<file path="src/rtl/jtag_chain_master.sv">
`default_nettype none
// ============================================================================
//  Module   : jtag_chain_master
//  Purpose  : JTAG initiator; one IR scan + DR scan per start, returns captured TDO.
//             Optional macro JTAG_MASTER_TLR_EN prefixes each transaction with a TLR walk.
//  Revision : 1.0 - initial release
// ============================================================================
module jtag_chain_master #(
    parameter int MAX_LEN = 32,
    parameter int TCK_DIV = 4
) (
    input  logic               clk_i,
    input  logic               rst_n_i,
    input  logic               start_i,
    input  logic [5:0]         ir_len_i,
    input  logic [MAX_LEN-1:0] ir_data_i,
    input  logic [5:0]         dr_len_i,
    input  logic [MAX_LEN-1:0] dr_data_i,
    output logic               busy_o,
    output logic               done_o,
    output logic [MAX_LEN-1:0] dr_data_o,
    output logic               tck_o,
    output logic               tms_o,
    output logic               tdi_o,
    input  logic               tdo_i
);

    localparam int               DIV_W      = (TCK_DIV > 1) ? $clog2(TCK_DIV) : 1;
    localparam logic [DIV_W-1:0] C_DIV_LAST = DIV_W'(TCK_DIV - 1);
    localparam logic [5:0]       C_MAX_LEN6 = 6'(MAX_LEN);

    typedef enum logic [3:0] {
        S_IDLE     = 4'd0,
`ifdef JTAG_MASTER_TLR_EN
        S_TLR      = 4'd1,
`endif
        S_IR_HDR   = 4'd2,
        S_IR_SHIFT = 4'd3,
        S_IR_UPD   = 4'd4,
        S_DR_HDR   = 4'd5,
        S_DR_SHIFT = 4'd6,
        S_DR_TAIL  = 4'd7,
        S_FIN      = 4'd8
    } state_t;

`ifdef JTAG_MASTER_TLR_EN
    localparam state_t C_FIRST = S_TLR;
`else
    localparam state_t C_FIRST = S_IR_HDR;
`endif

    state_t             r_state;
    logic [5:0]         r_cnt;
    logic [DIV_W-1:0]   r_div;
    logic [5:0]         r_ir_len;
    logic [5:0]         r_dr_len;
    logic [MAX_LEN-1:0] r_ir;
    logic [MAX_LEN-1:0] r_dr;
    logic [MAX_LEN-1:0] r_cap;
    logic [MAX_LEN-1:0] r_dout;
    logic               r_tdo_s1;
    logic               r_tdo_s2;
    logic               r_tck;
    logic               r_tms;
    logic               r_tdi;
    logic               r_busy;
    logic               r_done;

    logic               w_tick;
    logic               w_rise;
    logic               w_fall;
    state_t             w_nstate;
    logic [5:0]         w_ncnt;
    logic               w_ntms;
    logic               w_ntdi;
    logic [MAX_LEN-1:0] w_ir_nxt;
    logic [MAX_LEN-1:0] w_dr_nxt;
    logic [5:0]         w_ir_len_eff;
    logic [5:0]         w_dr_len_eff;
    logic [MAX_LEN-1:0] w_cap_aligned;

    assign busy_o    = r_busy;
    assign done_o    = r_done;
    assign dr_data_o = r_dout;
    assign tck_o     = r_tck;
    assign tms_o     = r_tms;
    assign tdi_o     = r_tdi;

    assign w_tick = (r_div == C_DIV_LAST);
    assign w_rise = w_tick && !r_tck;
    assign w_fall = w_tick && r_tck;

    assign w_ir_len_eff = (ir_len_i == 6'd0) ? 6'd1 : ir_len_i;
    assign w_dr_len_eff = (dr_len_i == 6'd0)      ? 6'd1 :
                          (dr_len_i > C_MAX_LEN6) ? C_MAX_LEN6 : dr_len_i;

    // Captured bits enter at the MSB; shifting down by the unused width right-aligns them.
    assign w_cap_aligned = r_cap >> (MAX_LEN - int'(r_dr_len));

    // Next TCK step, evaluated for use at the falling edge of TCK.
    always_comb begin
        w_nstate = r_state;
        w_ncnt   = r_cnt + 6'd1;
        w_ir_nxt = r_ir;
        w_dr_nxt = r_dr;
        case (r_state)
`ifdef JTAG_MASTER_TLR_EN
            S_TLR: begin
                if (r_cnt == 6'd5) begin
                    w_nstate = S_IR_HDR;
                    w_ncnt   = 6'd0;
                end
            end
`endif
            S_IR_HDR: begin
                if (r_cnt == 6'd3) begin
                    w_nstate = S_IR_SHIFT;
                    w_ncnt   = 6'd0;
                end
            end
            S_IR_SHIFT: begin
                w_ir_nxt = r_ir >> 1;
                if (r_cnt == r_ir_len - 6'd1) begin
                    w_nstate = S_IR_UPD;
                    w_ncnt   = 6'd0;
                end
            end
            S_IR_UPD: begin
                w_nstate = S_DR_HDR;
                w_ncnt   = 6'd0;
            end
            S_DR_HDR: begin
                if (r_cnt == 6'd2) begin
                    w_nstate = S_DR_SHIFT;
                    w_ncnt   = 6'd0;
                end
            end
            S_DR_SHIFT: begin
                w_dr_nxt = r_dr >> 1;
                if (r_cnt == r_dr_len - 6'd1) begin
                    w_nstate = S_DR_TAIL;
                    w_ncnt   = 6'd0;
                end
            end
            S_DR_TAIL: begin
                if (r_cnt == 6'd1) begin
                    w_nstate = S_FIN;
                    w_ncnt   = 6'd0;
                end
            end
            default: ;
        endcase

        w_ntms = r_tms;
        w_ntdi = 1'b0;
        case (w_nstate)
`ifdef JTAG_MASTER_TLR_EN
            S_TLR:      w_ntms = (w_ncnt != 6'd5);
`endif
            S_IR_HDR:   w_ntms = (w_ncnt < 6'd2);
            S_IR_SHIFT: begin
                w_ntms = (w_ncnt == r_ir_len - 6'd1);
                w_ntdi = w_ir_nxt[0];
            end
            S_IR_UPD:   w_ntms = 1'b1;
            S_DR_HDR:   w_ntms = (w_ncnt == 6'd0);
            S_DR_SHIFT: begin
                w_ntms = (w_ncnt == r_dr_len - 6'd1);
                w_ntdi = w_dr_nxt[0];
            end
            S_DR_TAIL:  w_ntms = (w_ncnt == 6'd0);
            default: ;
        endcase
    end

    always_ff @(posedge clk_i or negedge rst_n_i) begin
        if (!rst_n_i) begin
            r_state  <= S_IDLE;
            r_cnt    <= 6'd0;
            r_div    <= '0;
            r_ir_len <= 6'd1;
            r_dr_len <= 6'd1;
            r_ir     <= '0;
            r_dr     <= '0;
            r_cap    <= '0;
            r_dout   <= '0;
            r_tdo_s1 <= 1'b0;
            r_tdo_s2 <= 1'b0;
            r_tck    <= 1'b0;
            r_tms    <= 1'b1;
            r_tdi    <= 1'b0;
            r_busy   <= 1'b0;
            r_done   <= 1'b0;
        end else begin
            r_tdo_s1 <= tdo_i;
            r_tdo_s2 <= r_tdo_s1;
            r_done   <= 1'b0;
            case (r_state)
                S_IDLE: begin
                    if (start_i) begin
                        // First step of both entry sequences drives TMS=1 with TDI idle.
                        r_state  <= C_FIRST;
                        r_cnt    <= 6'd0;
                        r_div    <= '0;
                        r_tck    <= 1'b0;
                        r_tms    <= 1'b1;
                        r_tdi    <= 1'b0;
                        r_busy   <= 1'b1;
                        r_ir_len <= w_ir_len_eff;
                        r_dr_len <= w_dr_len_eff;
                        r_ir     <= ir_data_i;
                        r_dr     <= dr_data_i;
                        r_cap    <= '0;
                    end
                end
                S_FIN: begin
                    r_state <= S_IDLE;
                    r_busy  <= 1'b0;
                    r_done  <= 1'b1;
                    r_dout  <= w_cap_aligned;
                end
                default: begin
                    if (w_tick) begin
                        r_div <= '0;
                        r_tck <= ~r_tck;
                    end else begin
                        r_div <= r_div + 1'b1;
                    end
                    if (w_rise && (r_state == S_DR_SHIFT)) begin
                        r_cap <= {r_tdo_s2, r_cap[MAX_LEN-1:1]};
                    end
                    if (w_fall) begin
                        r_state <= w_nstate;
                        r_cnt   <= w_ncnt;
                        r_tms   <= w_ntms;
                        r_tdi   <= w_ntdi;
                        r_ir    <= w_ir_nxt;
                        r_dr    <= w_dr_nxt;
                    end
                end
            endcase
        end
    end

endmodule
`default_nettype wire

</file>
<file path="config.mk">
export PLATFORM = sky130hd
export DESIGN_NAME = jtag_chain_master
export DESIGN_NICKNAME = d
export VERILOG_FILES = /design/src/rtl/jtag_chain_master.sv
export SDC_FILE = /design/constraint.sdc
export NUM_CORES = 1
export LEC_CHECK = 0
export CAP_MARGIN = 25
export CORE_MARGIN = 2
export CORE_UTILIZATION = 35
export DETAILED_ROUTE_END_ITERATION = 7
export GPL_ROUTABILITY_DRIVEN = 0
export PLACE_DENSITY_LB_ADDON = 0.12
export SLEW_MARGIN = 20
export SYNTH_ARGS = -nofsm -noshare
export SYNTH_HDL_FRONTEND = slang
export SYNTH_SLANG_ARGS = --single-unit
</file>
<file path="constraint.sdc">
create_clock -name clk_i -period 7.3 [get_ports clk_i]
set_input_delay 1.825 -clock clk_i [delete_from_list [all_inputs] [get_ports clk_i]]
set_output_delay 1.825 -clock clk_i [all_outputs]
set_load 0.005 [all_outputs]
</file>
==> results of run 1 <==
[path summary, 6_finish.rpt]
kind,depth (start not counted),slack (ns),end,startpoint
setup reg to reg,12,2.73,tms_o,r_dr_len[0]
hold / removal,0,0.38,r_tdo_s2,r_tdo_s1
setup / recovery,12,2.73,tms_o,r_dr_len[0]
hold reg to reg,0,0.38,r_tdo_s2,r_tdo_s1
max in group asynchronous,2,4.71,r_dr[21],rst_n_i
min in group asynchronous,1,1.41,done_o,rst_n_i
[sequential cells by signal (all words and copies together), names as in the netlist, 2 cells and up]
signal,count
dr_data_o,32
r_cap,32
r_dr,32
r_ir,32
r_cnt,6
r_dr_len,6
r_ir_len,6
r_state,4
r_div,2
[worst max-delay path: cells and delay by family, from the launching register on]
kind | cells | cell delay (ns)
XOR/XNOR | 2 | 0.22
adder cells (fa/ha/maj) | 1 | 0.42
AND/OR/NAND/NOR | 3 | 0.89
multiplexers | 1 | 0.26
flip-flops | 1 | 1.11
buffers and inverters | 2 | 0.88
AO/OA/AOI/OAI | 3 | 0.72
[cells in the mapped netlist, types with 11 or more instances]
cell,instances,area share [%]
nand3_1,27,1.5
xnor2_1,20,1.9
nor2_1,114,4.6
mux2_2,11,1.3
o21ai_0,104,5.6
a22oi_1,61,4.9
dfrtp_1,156,42
o211ai_1,22,1.8
inv_1,21,0.85
a22o_1,17,1.6
nand2_1,189,7.7
mux2i_1,16,1.7
a21oi_1,87,4.7
clkbuf_1,68,2.8
[stage by stage]
step                setup WS, ns  area, um2  hold slack (ns)
floorplan                  3.619       9251           0.3312
global placement           2.856      10650           0.3670
detailed placement         2.750      10670           0.3671
CTS                        2.738      11270           0.3826
global route               2.314      11310           0.3892
finish                     2.733      11310           0.3777
[power by group]
group	leakage (nW)	total, W	internal (W)	switching, W
clock	0.295	0.000932	0.000516	0.000415
combinational	2.47	0.00115	0.000476	0.000671
sequential	2.06	0.00118	0.00102	0.000154
[final cells by class]
type	count	share of cell area, %
clock inverter	15	1.570
sequential	159	35.20
tap	335	3.705
multi-input combinational	811	43.31
clock buffer	17	3.760
timing repair buffer	134	11.76
inverter	21	0.6967
[logic make-up after synthesis]
logic type	synth area share, %
flip-flops	43.05
AND/OR/NAND/NOR	18.37
adder cells (fa/ha/maj)	0.9467
AO/OA/AOI/OAI	24.14
buffers and inverters	4.544
XOR/XNOR	3.489
multiplexers	5.464
[cell usage in the layout, fill, tap and decap left out, types with 6 or more instances in the layout]
cell             count
dfrtp_1            156
clkbuf_16           17
nor2_1             111
xor2_1               7
o211ai_1            22
nand2_1            187
mux2_2              11
nand3_1             27
o22ai_1              7
ha_1                 7
nor3_1               6
mux2i_1             16
a21oi_1             87
a22o_1              17
inv_1               21
clkdlybuf4s50_1    115
buf_4               15
xnor2_1             20
and2_1               6
a22oi_1             61
o21ai_0            104
[metal layers]
| metal | vias up | global-route usage [%] | share of wire (%) |
|---|---|---|---|
| li1 | 3973 | - | - |
| met1 | 3734 | 27.08 | 51 |
| met2 | 168 | 25.58 | 42 |
| met3 | 25 | 4.943 | 5.6 |
| met4 | 0 | 4.910 | 1.4 |
| met5 | - | 0 | 0 |
==> summary.md, run 1 <==
| Metric | Value |
|---|---|
| I/O pin cnt | 117 |
| Unrepaired setup endpoints after global routing | no |
| Cell variety after synth | 70 |
| Maximum vdd drop | ~0.00014 V |
| Synth Warn # | 0 |
| Seq cells post-synth | 159 |
| Req. time, crit path | 7.66 ns |
| Final Skew | around 0.013 ns |
| Hold-fix buffers at CTS | 0 |
| Setup TNS | 0 ns |
| Core Rows | 59 |
| Global-route wire length before repair | 41.28 mm |
| Critical-path cell list | inv_1 -> ha_1 -> buf_4 -> xnor2_1 -> nor2_1 -> a41o_1 -> nor3b_4 -> or2_1 -> mux2i_1 -> xnor2_1 -> a41o_1 -> a32o_1 |
| Largest net degree at the start of global routing | between 70 and 80 |
| CTS tree | done |
| CTS resizes | 0 |
| Power density over the cells | 287.7 mW/mm2 |
| Max-slew violations | 0 |
| Layout area overhead | 22.29% |
| Vias in the first global route | 7613 |
| Core area | 0.02598 mm2 |
| Final wirelength | 24.77 mm |
| Worst hold path type | reg -> reg |
| CTS H-tree lvls | 4 |
| Mean Syn Cell Area | 8.614 um2 |
| Fin. Hold Viols | 0 |
| Critical Path Start Type | flip-flop |
| FF/Latch Area | 0.003983 mm2 |
| Post-Syn Instances | 1074 |
| Multi-input logic area | 0.004900 mm2 |
| Min Tclk post-route | 4.567 ns |
| Leak Pwr | 4.829 nW |
| # clock sinks | 159 |
| Worst path arrival time | 4.93 ns |
| Seq/Total Area, Yosys | about 43% |
| Setup violators final | 0 |
| Non-Filler Instances | 1492 |
| Initial antenna violation count | 0 |
| # diodes | 0 |
| Syn nets | about 1200 |
| Starting Density | between 30% and 40% |
| Post-DP HPWL | 17.03 mm |
| FFs w/ async S/R, synth | 100.0% |
| DRT antenna net count | 0 |
| Top FF cell, synth | dfrtp_1 |
| Status | finished, final reports clean |
| Clock slew at reported path FFs | 0.07 ns |
| GR Overflow Total | 0 |
| Post-Syn Area | 0.009251 mm2 |
| Final #Nets | 1231 |
| Clock Latency Late Sink | 0.44 ns |
| Max_cap viols | 0 |
| Drt initial violations | 458 |
| Fill cells | 2582 |
| GRT Util Overall | 18.11% |
| Fin util | 43.54% |
| Least-Margin Pin Slew | about 0.87 ns |
| Placed Instances | about 1500 |
| Port bufs | 116 |
| Routed vias/inst | 5.295 |
| Root buffer cell | clkbuf_16 |
| Cts bufs inserted | 17 |
| DRT Pass-1 Iters | 5 |
| DR vias | between 7000 and 8000 |
| WS Path Type | reg -> reg |
| Slowest stage delay, CP | 1.11 ns |
| Crit Path Max Fanout | between 40 and 50 |
| Max Buffers Root-to-Sink | 2 |
| DIE HEIGHT | 166.6 um |
| Max Clk Rate | 0.2189 GHz |
| WL per Instance | 16.60 um |
| Post-synth EDFFs | 0 |
| Die W | 166.6 um |
| Slew Limit Headroom | 42.22% |
| Die ar. | 0.02775 mm2 |
| CP max-delay cell | dfstp_2 |
| Share of layout cells above drive strength 1 | 7.952% |
| Crit end category | flip-flop |
| Tcrit/Tclk final | roughly 63% |
| # Post-CTS Setup Buffers | 0 |
| DRC | 0 |
| Tot Pwr | about 0.0033 W |
No activity file was read; power rests on OpenSTA's default activity.
==> run 2: changes to the inputs <==
Clock period 7.3 ns to 4 ns, I/O delays scaled along.
==> summary.md, run 2 (synthesis gave the netlist of run 1 again) <==
| Metric | Value |
|---|---|
| Maximum vdd drop | 0.0002519 V (+76%) |
| GR Overflow Total | 0 (unchanged) |
| Final Skew | 0.01347 ns (+0.0003775 ns) |
| WL per Instance | 16.62 um (+0.11%) |
| Max_cap viols | 0 (unchanged) |
| Leak Pwr | 4.828 nW (about the same) |
| Clock slew at reported path FFs | 0.07 ns (about the same) |
| Crit Path Max Fanout | 21 (-54%) |
| Tcrit/Tclk final | 81.88% (+19 points) |
| Least-Margin Pin Slew | 0.8517 ns (-0.01499 ns) |
| Core Rows | 59 (unchanged) |
| Largest net degree at the start of global routing | 65 (-16%) |
| Routed vias/inst | 5.364 (+1.3%) |
| Status | finished, final reports clean |
| Final wirelength | 24.88 mm (+0.44%) |
| CTS resizes | 0 (unchanged) |
| Final #Nets | 1236 (+0.41%) |
| Max-slew violations | 0 (unchanged) |
| Commonest non-fill, non-tap cells in the layout | nand2_1 (186), dfrtp_1 (156), clkdlybuf4s50_1 (115), nor2_1 (111), o21ai_0 (104) |
| Worst path arrival time | 3.65 ns (-1.28 ns) |
| # Post-CTS Setup Buffers | 0 (unchanged) |
| Power density over the cells | 517.5 mW/mm2 (+80%) |
| Req. time, crit path | 4.37 ns (-3.29 ns) |
| Cts bufs inserted | 17 (unchanged) |
| DR vias | 8030 (+1.6%) |
| Share of layout cells above drive strength 1 | 8.434% (+0.48 points) |
| Crit end category | flip-flop |
| Vias in the first global route | 7602 (-0.14%) |
| DIE HEIGHT | 166.6 um (unchanged) |
| Min Tclk post-route | 3.275 ns (-1.292 ns) |
| Worst hold path type | reg -> reg |
| Slew Limit Headroom | 42.81% (+0.59 points) |
| Die W | 166.6 um (unchanged) |
| DP Worst Slack | 0.7202 ns (-2.030 ns) |
| WS Path Type | reg -> reg |
| Clock Latency Late Sink | 0.43 ns (about the same) |
| Max Buffers Root-to-Sink | 2 (unchanged) |
| Max Clk Rate | 0.3053 GHz (+39%) |
| Die ar. | 0.02775 mm2 (unchanged) |
| Fin. Hold Viols | 0 (unchanged) |
| # clock sinks | 159 (unchanged) |
| CTS H-tree lvls | 4 (unchanged) |
| Unrepaired setup endpoints after global routing | no |
| GRT Util Overall | 18.03% (-0.077 points) |
| Setup TNS | 0 ns (unchanged) |
| DRT Pass-1 Iters | 5 (unchanged) |
| DRC | 0 (unchanged) |
| Root buffer cell | clkbuf_16 |
| Worst setup margin | 0.7247 ns (-2.008 ns) |
| CTS tree | done |
| Port bufs | 116 (unchanged) |
| # diodes | 0 (unchanged) |
| Setup violators final | 0 (unchanged) |
| Core area | 0.02598 mm2 (unchanged) |
| Critical Path Start Type | flip-flop |
| Initial antenna violation count | 0 (unchanged) |
| Layout area overhead | 22.21% (about the same) |
| Hold-fix buffers at CTS | 0 (unchanged) |
| Drt initial violations | 572 (+25%) |
| Commonest non-fill, non-tap cell in the layout | nand2_1 |
| Post-DP HPWL | 17.31 mm (+1.7%) |
| Starting Density | 35.60% (unchanged) |
| DRT antenna net count | 0 (unchanged) |
| Global-route wire length before repair | 41.35 mm (+0.18%) |
| I/O pin cnt | 117 (unchanged) |
==> run 2: critical path: stages (launching register included) <==
cell	delay, ns
dfstp_2	0.42
inv_1	0.09
buf_4	0.21
ha_1	0.26
or3b_2	0.53
o21ai_2	0.46
buf_4	0.34
nand3_1	0.14
o21ai_0	0.29
nor2_1	0.08
o21ai_0	0.25
a22o_1	0.17
==> run 2: cell type report <==
type / instances / area, um2
Sequential cell: 159 / 3983
Clock buffer: 17 / 425.4
Timing Repair Buffer: 139 / 1360
Inverter: 21 / 78.83
Fill cell: 2618 / 14680
Multi-Input combinational cell: 811 / 4897
Clock inverter: 15 / 142.6
Tap cell: 335 / 419.2
==> run 2: where the power goes <==
part	switching (W)	internal, W	leakage, nW
clock	0.000772	0.000830	0.273
sequential	0.000271	0.00187	2.06
combinational	0.00124	0.000869	2.49
total	0.00229	0.00356	4.83
==> run 2: metrics by stage <==
step	std cells	util, %	cell area, um2	hold WS, ns	power (W)
floorplan	1074	-	9251	0.3312	0.003650
global placement	1465	41.31	10740	0.3526	0.004247
detailed placement	1465	41.31	10740	0.3564	0.004266
CTS	1497	43.50	11300	0.3737	0.005910
global route	1497	43.51	11310	0.3888	0.006284
finish	1497	43.51	11310	0.3688	0.005851
==> run 2: path summary, 6_finish.rpt <==
| kind | slack [ns] | end | from | cells after the start |
|---|---|---|---|---|
| setup reg to reg | 0.72 | dr_data_o[12] | r_dr_len[0] | 11 |
| max in group asynchronous | 2.68 | r_ir_len[0] | rst_n_i | 2 |
| hold reg to reg | 0.37 | r_tdo_s2 | r_tdo_s1 | 0 |
| min in group asynchronous | 0.56 | dr_data_o[22] | rst_n_i | 1 |
| hold / removal | 0.37 | r_tdo_s2 | r_tdo_s1 | 0 |
| setup / recovery | 0.72 | dr_data_o[12] | r_dr_len[0] | 11 |
==> run 2: metal layers <==
| metal | part of all wire [%] | GRT usage, % | routed length (um) |
|---|---|---|---|
| met1 | 50 | 27.85 | 12460 |
| met2 | 42 | 25.12 | 10490 |
| met3 | 6.9 | 4.682 | 1717 |
| met4 | 0.84 | 3.898 | 210 |
| met5 | 0 | 0 | 0 |
==> run 3: changes to the inputs <==
Clock period 4 ns to 3.45 ns, I/O delays scaled along.
==> summary.md, run 3 (synthesis gave the netlist of run 1 again) <==
| Metric | Value |
|---|---|
| Sw frac | 38.91% (-0.16 points) |
| Global-route wire length before repair | 41.88 mm (+1.3%) |
| Die W | 166.6 um (unchanged) |
| DP Area | 0.01090 mm2 (+1.6%) |
| Die ar. | 0.02775 mm2 (unchanged) |
| Final #Nets | 1255 (+1.5%) |
| Least-Margin Pin Slew | 0.6910 ns (-0.1607 ns) |
| Max Clk Rate | 0.3230 GHz (+5.8%) |
| Max_cap viols | 0 (unchanged) |
| # Post-CTS Setup Buffers | 0 (unchanged) |
| Req. time, crit path | 3.80 ns (-0.57 ns) |
| Status | finished, final reports clean |
| Critical Path Start Type | flip-flop |
| # clock sinks | 159 (unchanged) |
| DRT antenna net count | 0 (unchanged) |
| Crit Path Max Fanout | 9 (-57%) |
| DR vias | 8134 (+1.3%) |
| Design area | 0.01150 mm2 (+1.7%) |
| Initial antenna violation count | 0 (unchanged) |
| Commonest non-fill, non-tap cells in the layout | nand2_1 (187), dfrtp_1 (156), clkdlybuf4s50_1 (115), nor2_1 (111), o21ai_0 (104) |
| CTS tree | done |
| Share of layout cells above drive strength 1 | 9.822% (+1.4 points) |
| Slew Limit Headroom | 53.89% (+11 points) |
| GR Overflow Total | 0 (unchanged) |
| Max-slew violations | 0 (unchanged) |
| Cts bufs inserted | 17 (unchanged) |
| Min Tclk post-route | 3.096 ns (-0.1797 ns) |
| Worst setup margin | 0.3544 ns (-0.3703 ns) |
| DP Worst Slack | 0.3856 ns (-0.3346 ns) |
| Unrepaired setup endpoints after global routing | no |
| Clock share of power | 27.4% (about the same) |
| Worst hold path type | in -> async |
| Port bufs | 116 (unchanged) |
| DRT Pass-1 Iters | 5 (unchanged) |
| Fin. Hold Viols | 0 (unchanged) |
| CTS H-tree lvls | 4 (unchanged) |
| Combinational share of power | 36.7% (+0.6 points) |
| I/O pin cnt | 117 (unchanged) |
| CTS resizes | 0 (unchanged) |
| Starting Density | 35.60% (unchanged) |
| Sw power | 0.002680 W (+17%) |
| WS Path Type | reg -> reg |
| WL per Instance | 16.53 um (-0.55%) |
| Max Buffers Root-to-Sink | 2 (unchanged) |
| Post-DP HPWL | 17.66 mm (+2.0%) |
| Core Rows | 59 (unchanged) |
| Register share of total power | 35.9% (-0.6 points) |
| Drt initial violations | 645 (+13%) |
| Commonest non-fill, non-tap cell in the layout | nand2_1 |
| Tcrit/Tclk final | 89.73% (+7.8 points) |
| Core area | 0.02598 mm2 (unchanged) |
| Leak Pwr | 4.937 nW (+2.2%) |
| Setup TNS | 0 ns (unchanged) |
| Routed vias/inst | 5.365 (about the same) |
| Maximum vdd drop | 0.0002794 V (+11%) |
| DIE HEIGHT | 166.6 um (unchanged) |
| Power density over the cells | 599.1 mW/mm2 (+16%) |
| Layout area overhead | 24.28% |
| Cell-internal power | 0.004208 W (+18%) |
| Hold slack final | 0.2882 ns (-0.08061 ns) |
| Hold-fix buffers at CTS | 0 (unchanged) |
| Final wirelength | 25.06 mm (+0.72%) |
| # diodes | 0 (unchanged) |
| Clock Latency Late Sink | 0.43 ns (about the same) |
| Setup violators final | 0 (unchanged) |
| Worst path arrival time | 3.45 ns (-0.20 ns) |
| GRT Util Overall | 18.22% (+0.19 points) |
| Vias in the first global route | 7623 (+0.28%) |
| Final Skew | 0.01729 ns (+0.003821 ns) |
| DRC | 0 (unchanged) |
| Root buffer cell | clkbuf_16 |
| Largest net degree at the start of global routing | 65 (unchanged) |
| Tot Pwr | 0.006888 W (+18%) |
| Clock slew at reported path FFs | 0.08 ns (about the same) |
| Crit end category | flip-flop |
## run 3: changes by cell type in the layout (fill, tap and decap cells not counted)
cell / before / now
buf_4: 21 / 38
clkinv_8: 0 / 4
buf_12: 2 / 4
inv_8: 6 / 4
clkinvlp_4: 3 / 2
inv_6: 4 / 3
nand2_1: 186 / 187
nand2_2: 3 / 2
## run 3: final timing paths
kind / end / cells after the start / slack [ns] / from
max in group asynchronous: r_dr[20] / 2 / 2.50 / rst_n_i
min in group clk_i: r_tdo_s2 / 0 / 0.36 / r_tdo_s1
max reg2reg: tms_o / 9 / 0.35 / r_cnt[4]
max: tms_o / 9 / 0.35 / r_cnt[4]
min: done_o / 1 / 0.29 / rst_n_i
min reg2reg: r_tdo_s2 / 0 / 0.36 / r_tdo_s1
## run 3: critical path, cell delays in order (launching register included)
cell and delay (ns):
dfrtp_1 0.52, nor4_4 0.58, and3_1 0.27, o21a_1 0.24
nand2_1 0.21, or2_1 0.40, mux2i_1 0.18, xnor2_1 0.14
a41o_1 0.24, a32o_1 0.25
## run 3: per-stage QoR
| stage | cells | util, % |
|---|---|---|
| 4_1_cts | 1516 | 44.25 |
| 3_5_place_dp | 1484 | 41.96 |
| 2_1_floorplan | 1074 | - |
| 6_report | 1516 | 44.25 |
| 3_3_place_gp | 1484 | 41.96 |
| 5_1_grt | 1516 | 44.25 |
## run 3: cell type report
cell class                 count  area, um2
tap                          335      419.2
fill                        2565      14490
sequential                   159       3983
clock buffer                  17      425.4
multi-input combinational    811       4895
inverter                      21      78.83
clock inverter                15      168.9
timing repair buffer         158       1528
## run 3: routing by layer
layer / part of all wire, % / GRT usage, % / up-vias
met5: 0 / 0 / -
met4: 0.78 / 3.636 / 0
met3: 6.1 / 4.016 / 12
met2: 43 / 25.80 / 227
met1: 50 / 28.36 / 3883
li1: - / - / 4012
## run 3: power groups by stage
stage	clock [W]	sequential [W]	combinational [W]
after floorplan	0	0.00235	0.00189
after global placement	0	0.00250	0.00251
after detailed placement	0	0.00249	0.00252
after CTS	0.00194	0.00247	0.00253
after global routing	0.00203	0.00252	0.00285
final	0.00189	0.00247	0.00253
